## src/rtl/fft_bfly_sched.sv

```systemverilog
// Sequencer for one delay-buffer + butterfly FFT stage: frames of 2*SIZE blocks
// followed by SIZE drain cycles that empty the buffered differences.
module fft_bfly_sched #(
  parameter  int SIZE = 16,
  localparam int CW   = $clog2(SIZE)
) (
  input  logic          clk,
  input  logic          rstn,
  input  logic          din_valid,
  input  logic          din_sop,
  output logic          din_ready,
  output logic          sr_shift,
  output logic          bfly_en,
  output logic          out_sel,
  output logic [CW-1:0] tw_idx,
  output logic          dout_valid,
  output logic          dout_sop,
  output logic          dout_eop,
  output logic          err_sop
);

  typedef enum logic [1:0] {IDLE, FILL, BFLY, DRAIN} state_t;

  localparam logic [CW-1:0] LAST = CW'(SIZE - 1);
  localparam logic [CW-1:0] ONE  = CW'(1);

  state_t        state;
  logic [CW-1:0] cnt;
  logic          xfer;

  assign din_ready = (state != DRAIN);
  assign xfer      = din_valid & din_ready;

  // A sop arriving in BFLY restarts the frame, so that block must not be combined.
  always_comb begin
    sr_shift = 1'b0;
    bfly_en  = 1'b0;
    case (state)
      IDLE:  sr_shift = xfer & din_sop;
      FILL:  sr_shift = xfer;
      BFLY: begin
        sr_shift = xfer;
        bfly_en  = xfer & ~din_sop;
      end
      DRAIN: sr_shift = 1'b1;
      default: ;
    endcase
  end

  always_ff @(posedge clk or negedge rstn) begin
    if (!rstn) begin
      state      <= IDLE;
      cnt        <= '0;
      out_sel    <= 1'b0;
      tw_idx     <= '0;
      dout_valid <= 1'b0;
      dout_sop   <= 1'b0;
      dout_eop   <= 1'b0;
      err_sop    <= 1'b0;
    end else begin
      out_sel    <= 1'b0;
      tw_idx     <= '0;
      dout_valid <= 1'b0;
      dout_sop   <= 1'b0;
      dout_eop   <= 1'b0;
      err_sop    <= 1'b0;
      case (state)
        IDLE: begin
          if (xfer) begin
            if (din_sop) begin
              state <= FILL;
              cnt   <= ONE;
            end else begin
              err_sop <= 1'b1;
            end
          end
        end
        FILL: begin
          if (xfer) begin
            if (din_sop) begin
              err_sop <= 1'b1;
              cnt     <= ONE;
            end else if (cnt == LAST) begin
              state <= BFLY;
              cnt   <= '0;
            end else begin
              cnt <= cnt + ONE;
            end
          end
        end
        BFLY: begin
          if (xfer) begin
            if (din_sop) begin
              err_sop <= 1'b1;
              state   <= FILL;
              cnt     <= ONE;
            end else begin
              dout_valid <= 1'b1;
              dout_sop   <= (cnt == '0);
              if (cnt == LAST) begin
                state <= DRAIN;
                cnt   <= '0;
              end else begin
                cnt <= cnt + ONE;
              end
            end
          end
        end
        DRAIN: begin
          dout_valid <= 1'b1;
          out_sel    <= 1'b1;
          tw_idx     <= cnt;
          if (cnt == LAST) begin
            dout_eop <= 1'b1;
            state    <= IDLE;
            cnt      <= '0;
          end else begin
            cnt <= cnt + ONE;
          end
        end
        default: state <= IDLE;
      endcase
    end
  end

endmodule

```

## config.mk

```make
export PLATFORM = sky130hd
export DESIGN_NAME = fft_bfly_sched
export DESIGN_NICKNAME = d
export VERILOG_FILES = /design/src/rtl/fft_bfly_sched.sv
export SDC_FILE = /design/constraint.sdc
export NUM_CORES = 1
export LEC_CHECK = 0
export CORE_MARGIN = 3
export CORE_UTILIZATION = 45
export DETAILED_ROUTE_END_ITERATION = 10
export PLACE_DENSITY = 0.72
export SYNTH_ARGS = -nofsm -noshare
export SYNTH_HDL_FRONTEND = slang
export SYNTH_SLANG_ARGS = --single-unit
```

## constraint.sdc

```tcl
create_clock -name clk -period 2.1 [get_ports clk]
set_input_delay 0.42 -clock clk [delete_from_list [all_inputs] [get_ports clk]]
set_output_delay 0.42 -clock clk [all_outputs]
set_load 0.01 [all_outputs]
```

; ---- Word-level counts from Yosys, hierarchy flattened
; Cells that the tools add are included.
[word_totals]
regBits = 15
out_inout_bits = 12
[op_classes]
add_sub_neg = 1
n_eq_ne = 14
n_mux = 31
bitwise = 4
n_reduce_logical = 5
[op_table]
columns = operator, n
row1 = 4-bit two-way mux, 6
row2 = 2-bit two-way mux, 9
row3 = "2-bit inequality test, second input constant", 8
row4 = 4-bit case mux with 3 select lines, 1
row5 = 1-bit two-way mux, 11
row6 = 2-bit case mux with 4 select lines, 1
row7 = 8-bit AND reduction, 1
row8 = "4-bit by 1-bit adder with 4-bit output, second input constant", 1
row9 = "2-bit == test, second input constant", 2
row10 = "4-bit == test, second input constant", 1
row11 = 4-bit logical NOT, 1
row12 = 1-bit case mux with 2 select lines, 2
row13 = 1-bit bitwise AND, 3
row14 = "3-bit inequality test, second input constant", 1
row15 = 1-bit case mux with 3 select lines, 1
row16 = 3-bit AND reduction, 1
row17 = "2-bit by 1-bit == test with 1-bit output, second input constant", 1
row18 = 2-bit logical NOT, 1
row19 = "2-bit by 1-bit inequality test with 1-bit output, second input constant", 1
row20 = 2-bit OR reduction, 1
row21 = 1-bit inverter, 1

; ---- Logic depth before layout (Yosys ltp)
[logic_depth]
depth_word = 5
mapped_depth = 6
mapped_depth_nobuf = 6

; ---- Least setup slack after synthesis
; No wires, ideal clock.
[synth_path]
path_kind = register to register
startpoint = register state[0]
endpoint = register cnt[0]
setup_ps = 125
arrival_time_ps = 1482
required_time_ps = 1975
slack_ps = 493
stages_incl_launch_ff = 5
path_buffers = 0
path_cell_list = dfrtp_1 -> ha_1 -> nand2b_4 -> a22oi_2 -> mux2_2
[synth_between]
elab_chain_len = 4
word_cells_on_any_way = 12
classes_between = eq/ne: 7 / mux: 1 / bitwise: 1 / reduce/logical: 3
[synth_lines]
columns = item, line
row1 = start: declaration, 27  ; state_t state;
row2 = start signal: assignment, 52  ; state <= IDLE;
row3 = start signal: assignment, 71  ; state <= FILL;
row4 = start signal: assignment, 84  ; state <= BFLY;
row5 = 2-bit inequality test (tied with other cells), 31  ; assign din_ready = (state != DRAIN);
row6 = 1-bit bitwise AND / 2-bit OR reduction (equally long branches), n/a
row7 = 2-bit inequality test (no source line) / 2-bit by 1-bit inequality test with 1-bit output (equally long branches), n/a
row8 = 3-bit AND reduction (no source line), n/a
row9 = end signal: assignment, 87  ; cnt <= cnt + ONE;
row10 = end signal: assignment, 104  ; cnt <= cnt + ONE;
row11 = end signal: assignment, 118  ; cnt <= cnt + ONE;
row12 = end: declaration, 28  ; logic [CW-1:0] cnt;
; Parallel ways exist; a longest one is shown, timed or not.
; A chain may end at the register's enable or synchronous reset.

; ---- Final worst setup path
[layout_path]
startpoint = register state[0]
endpoint = output sr_shift
[layout_between]
elab_chain_len = 4
word_cells_on_any_way = 9
classes_between = eq/ne: 4 / mux: 1 / bitwise: 2 / reduce/logical: 2
[layout_lines]
columns = item, line
row1 = 2-bit inequality test, 31
row2 = 1-bit bitwise AND, 32  ; assign xfer = din_valid & din_ready;
row3 = 1-bit bitwise AND, 39  ; IDLE: sr_shift = xfer & din_sop;
row4 = 1-bit case mux with 3 select lines (*), 38  ; case (state)
row5 = end: declaration, 12  ; output logic sr_shift,
; Every way passes the cells marked *; elsewhere a longest branch is shown, timed or not.

==> impl_results.md <==
* Status: completed
* Synth warn at 0
* Synth Instances at 74
* Synth top area cells: dfrtp_1, ha_1, mux2i_1
* Gpl congestion at 0.777
* Antenna violations before repair at 0
* Ant diodes at 0
* P_sw at 0.577 mW
* Largest area contributor in the netlist: dfrtp_1
* Avg Vias per Cell at 5.60
* DRC viols at 0
* CP Capture Type: primary output
* Max Cap Viol at 0
* Crit Path Category: reg -> out
* Dpl cell area at 1030 um2
* Hold_ws at 0.521 ns
* Final Cell Area at 1080 um2
* Ys flop type: dfrtp_1
* Layout cells sized above 1 at 0.275
* Dpl hpwl at 1220 um
* # clock sinks at 15
* Synth async-reset ratio at 1.00
* Power, Total at 1.45 mW
* Syn nets at 85
* RSZ-0062 raised after global routing: no
* CTS clock-pin slew for the worst setup and hold paths at 0.09 ns
* WL/cell at 13.9 um
* Register area share after synthesis at 0.472
* Cell area after synthesis at 796 um2
* Die Y-Extent at 48.1 um
* Core ar. at 1580 um2
* Vias in the first global route at 578
* Post-synthesis cell type count at 26
* Synth cell count leaders: dfrtp_1, nor2_1, ha_1
* # hold bufs at CTS at 0
* Clock Skew at 0.00574 ns
* VDD IR-drop max at 0.892 mV
* Internal at 0.877 mW
* FF+latch count, synth at 15
* Logic pwr share at 0.598
* Leak at 0.499 nW
* Power Density at 1340 nW/um2
* Initial Util at 0.505
* Seq pwr share at 0.286
* Largest net degree at the start of global routing at 16
* Crit path arrival time at 1.58 ns
* Io pins at 16
* Syn avg cell area at 10.8 um2
* Setup violators final at 0
* FP Rows at 14
* Latest clock arrival within the worst-skew pair at 0.29 ns
* Worst Path Required at 1.68 ns
* All-layer global routing usage at 0.161
* Gr ovfl total at 0
* Clock Tree Buf Depth at 2
* Clock power share at 0.116
* Tmin final at 2.00 ns
* Die Width at 48.1 um
* Port bufs at 15
* Worst Path Max Fanout at 4
* Post-CTS setup buffer count at 0
* Via count at 661
* First-pass GRT wire length at 2530 um
* Cts bufs inserted at 3
* Root buffer cell: clkbuf_4
* Synth top area share at 0.472
* First-pass DRT Iterations at 4
* Hold Vio Cnt, Final at 0
* H-tree Lvls at 1
* Initial DRC count at 16
* Setup TNS Final at 0 ns
* Max_slew headroom at 0.554
* P&R area growth vs syn at 35.8%
* TritonCTS clock tree: done
* Worst hold path class: reg -> reg
* WL final at 1640 um
* Filler cells at 137
* Max Clock Freq at 501 MHz
* Startpoint types: register
* Most frequent cell after synthesis: dfrtp_1
* Layout Nets at 114
* Fin crit share at 0.950
* Worst reg2reg setup slack at 0.38 ns
* Remaining antenna violation count at 0
* Die ar. at 2310 um2
* Sw Ratio at 0.397
* Fin. max-slew vios at 0
* Slew at the pin closest to its max-slew limit at 0.668 ns
* EDFF count, synth at 0
[layout by cell type, fill, tap and decap left out, types with 3 or more instances in the layout]
| cell | Yosys | final |
|---|---|---|
| dfrtp_1 | 15 | 15 |
| clkdlybuf4s50_1 | 0 | 12 |
| buf_4 | 0 | 9 |
| nor2_1 | 8 | 8 |
| inv_1 | 6 | 4 |
| a21oi_1 | 4 | 4 |
| nand3_1 | 4 | 4 |
| mux2i_1 | 4 | 4 |
| ha_1 | 7 | 4 |
| nand2_1 | 3 | 3 |
| clkbuf_4 | 0 | 3 |
[registers in the layout, indices dropped and copies added, names as in the netlist]
signal	cells
cnt	4
dout_eop	1
dout_sop	1
dout_valid	1
err_sop	1
out_sel	1
state	2
tw_idx	4
[worst paths after layout]
kind / cells after the start / endpoint / start
worst min register to register: 1 / cnt[3] / cnt[3]
worst max register to register: 7 / cnt[2] / state[0]
worst max-delay path: 5 / sr_shift / state[0]
worst min-delay path: 1 / cnt[3] / cnt[3]
min in group asynchronous: 1 / dout_valid / rstn
max in group asynchronous: 1 / state[0] / rstn
[logic make-up after synthesis]
kind of cell	Yosys count	synth area share
AND/OR/NAND/NOR	25	0.175
AO/OA/AOI/OAI	16	0.151
flip-flops	15	0.472
adder cells (fa/ha/maj)	7	0.110
buffers and inverters	6	0.0283
multiplexers	5	0.0645
[cell type report]
type	instances	area, um2	area share
timing repair buffer	24	210	0.194
clock inverter	1	5.00	0.00463
inverter	6	22.5	0.0208
tap	16	20.0	0.0185
sequential	15	375	0.347
clock buffer	3	22.5	0.0208
multi-input combinational	53	425	0.394
[worst max-delay path, stage by stage, from the launching register on]
cell and delay (ns):
dfrtp_1 0.44, inv_2 0.13, ha_4 0.22, a211oi_2 0.17, a21oi_1 0.06, dlygate4sd2_1 0.28
[layer usage]
layer | track usage | wire length, um | vias to the layer above
met3 | 0.0338 | 95 | 8
li1 | - | - | 315
met2 | 0.293 | 815 | 31
met5 | 0 | 0 | -
met4 | 0.0645 | 31 | 0
met1 | 0.179 | 700 | 307
[metrics by stage]
stage / setup slack [ns] / utilization / cells
5_1_grt: 0.0340 / 0.686 / 118
3_5_place_dp: -0.137 / 0.656 / 114
2_1_floorplan: 0.493 / - / 74
3_3_place_gp: -0.113 / 0.656 / 114
6_report: 0.104 / 0.686 / 118
4_1_cts: 0.00476 / 0.675 / 118
[repair_timing]
action / CTS / global route
setup endpoints to repair: 3 / 2
cloned: 0 / 0
pin swaps: 0 / 0
gates resized for setup: 5 / 8
endpoints found under the hold margin: 0 / 0
[power groups by stage]
stage	clock, mW	sequential [mW]	combinational [mW]
floorplan	0	0.424	0.496
global placement	0	0.413	0.803
detailed placement	0	0.415	0.823
CTS	0.170	0.411	0.823
global route	0.182	0.424	0.956
finish	0.168	0.416	0.869
(Power assumes the default switching activity.)
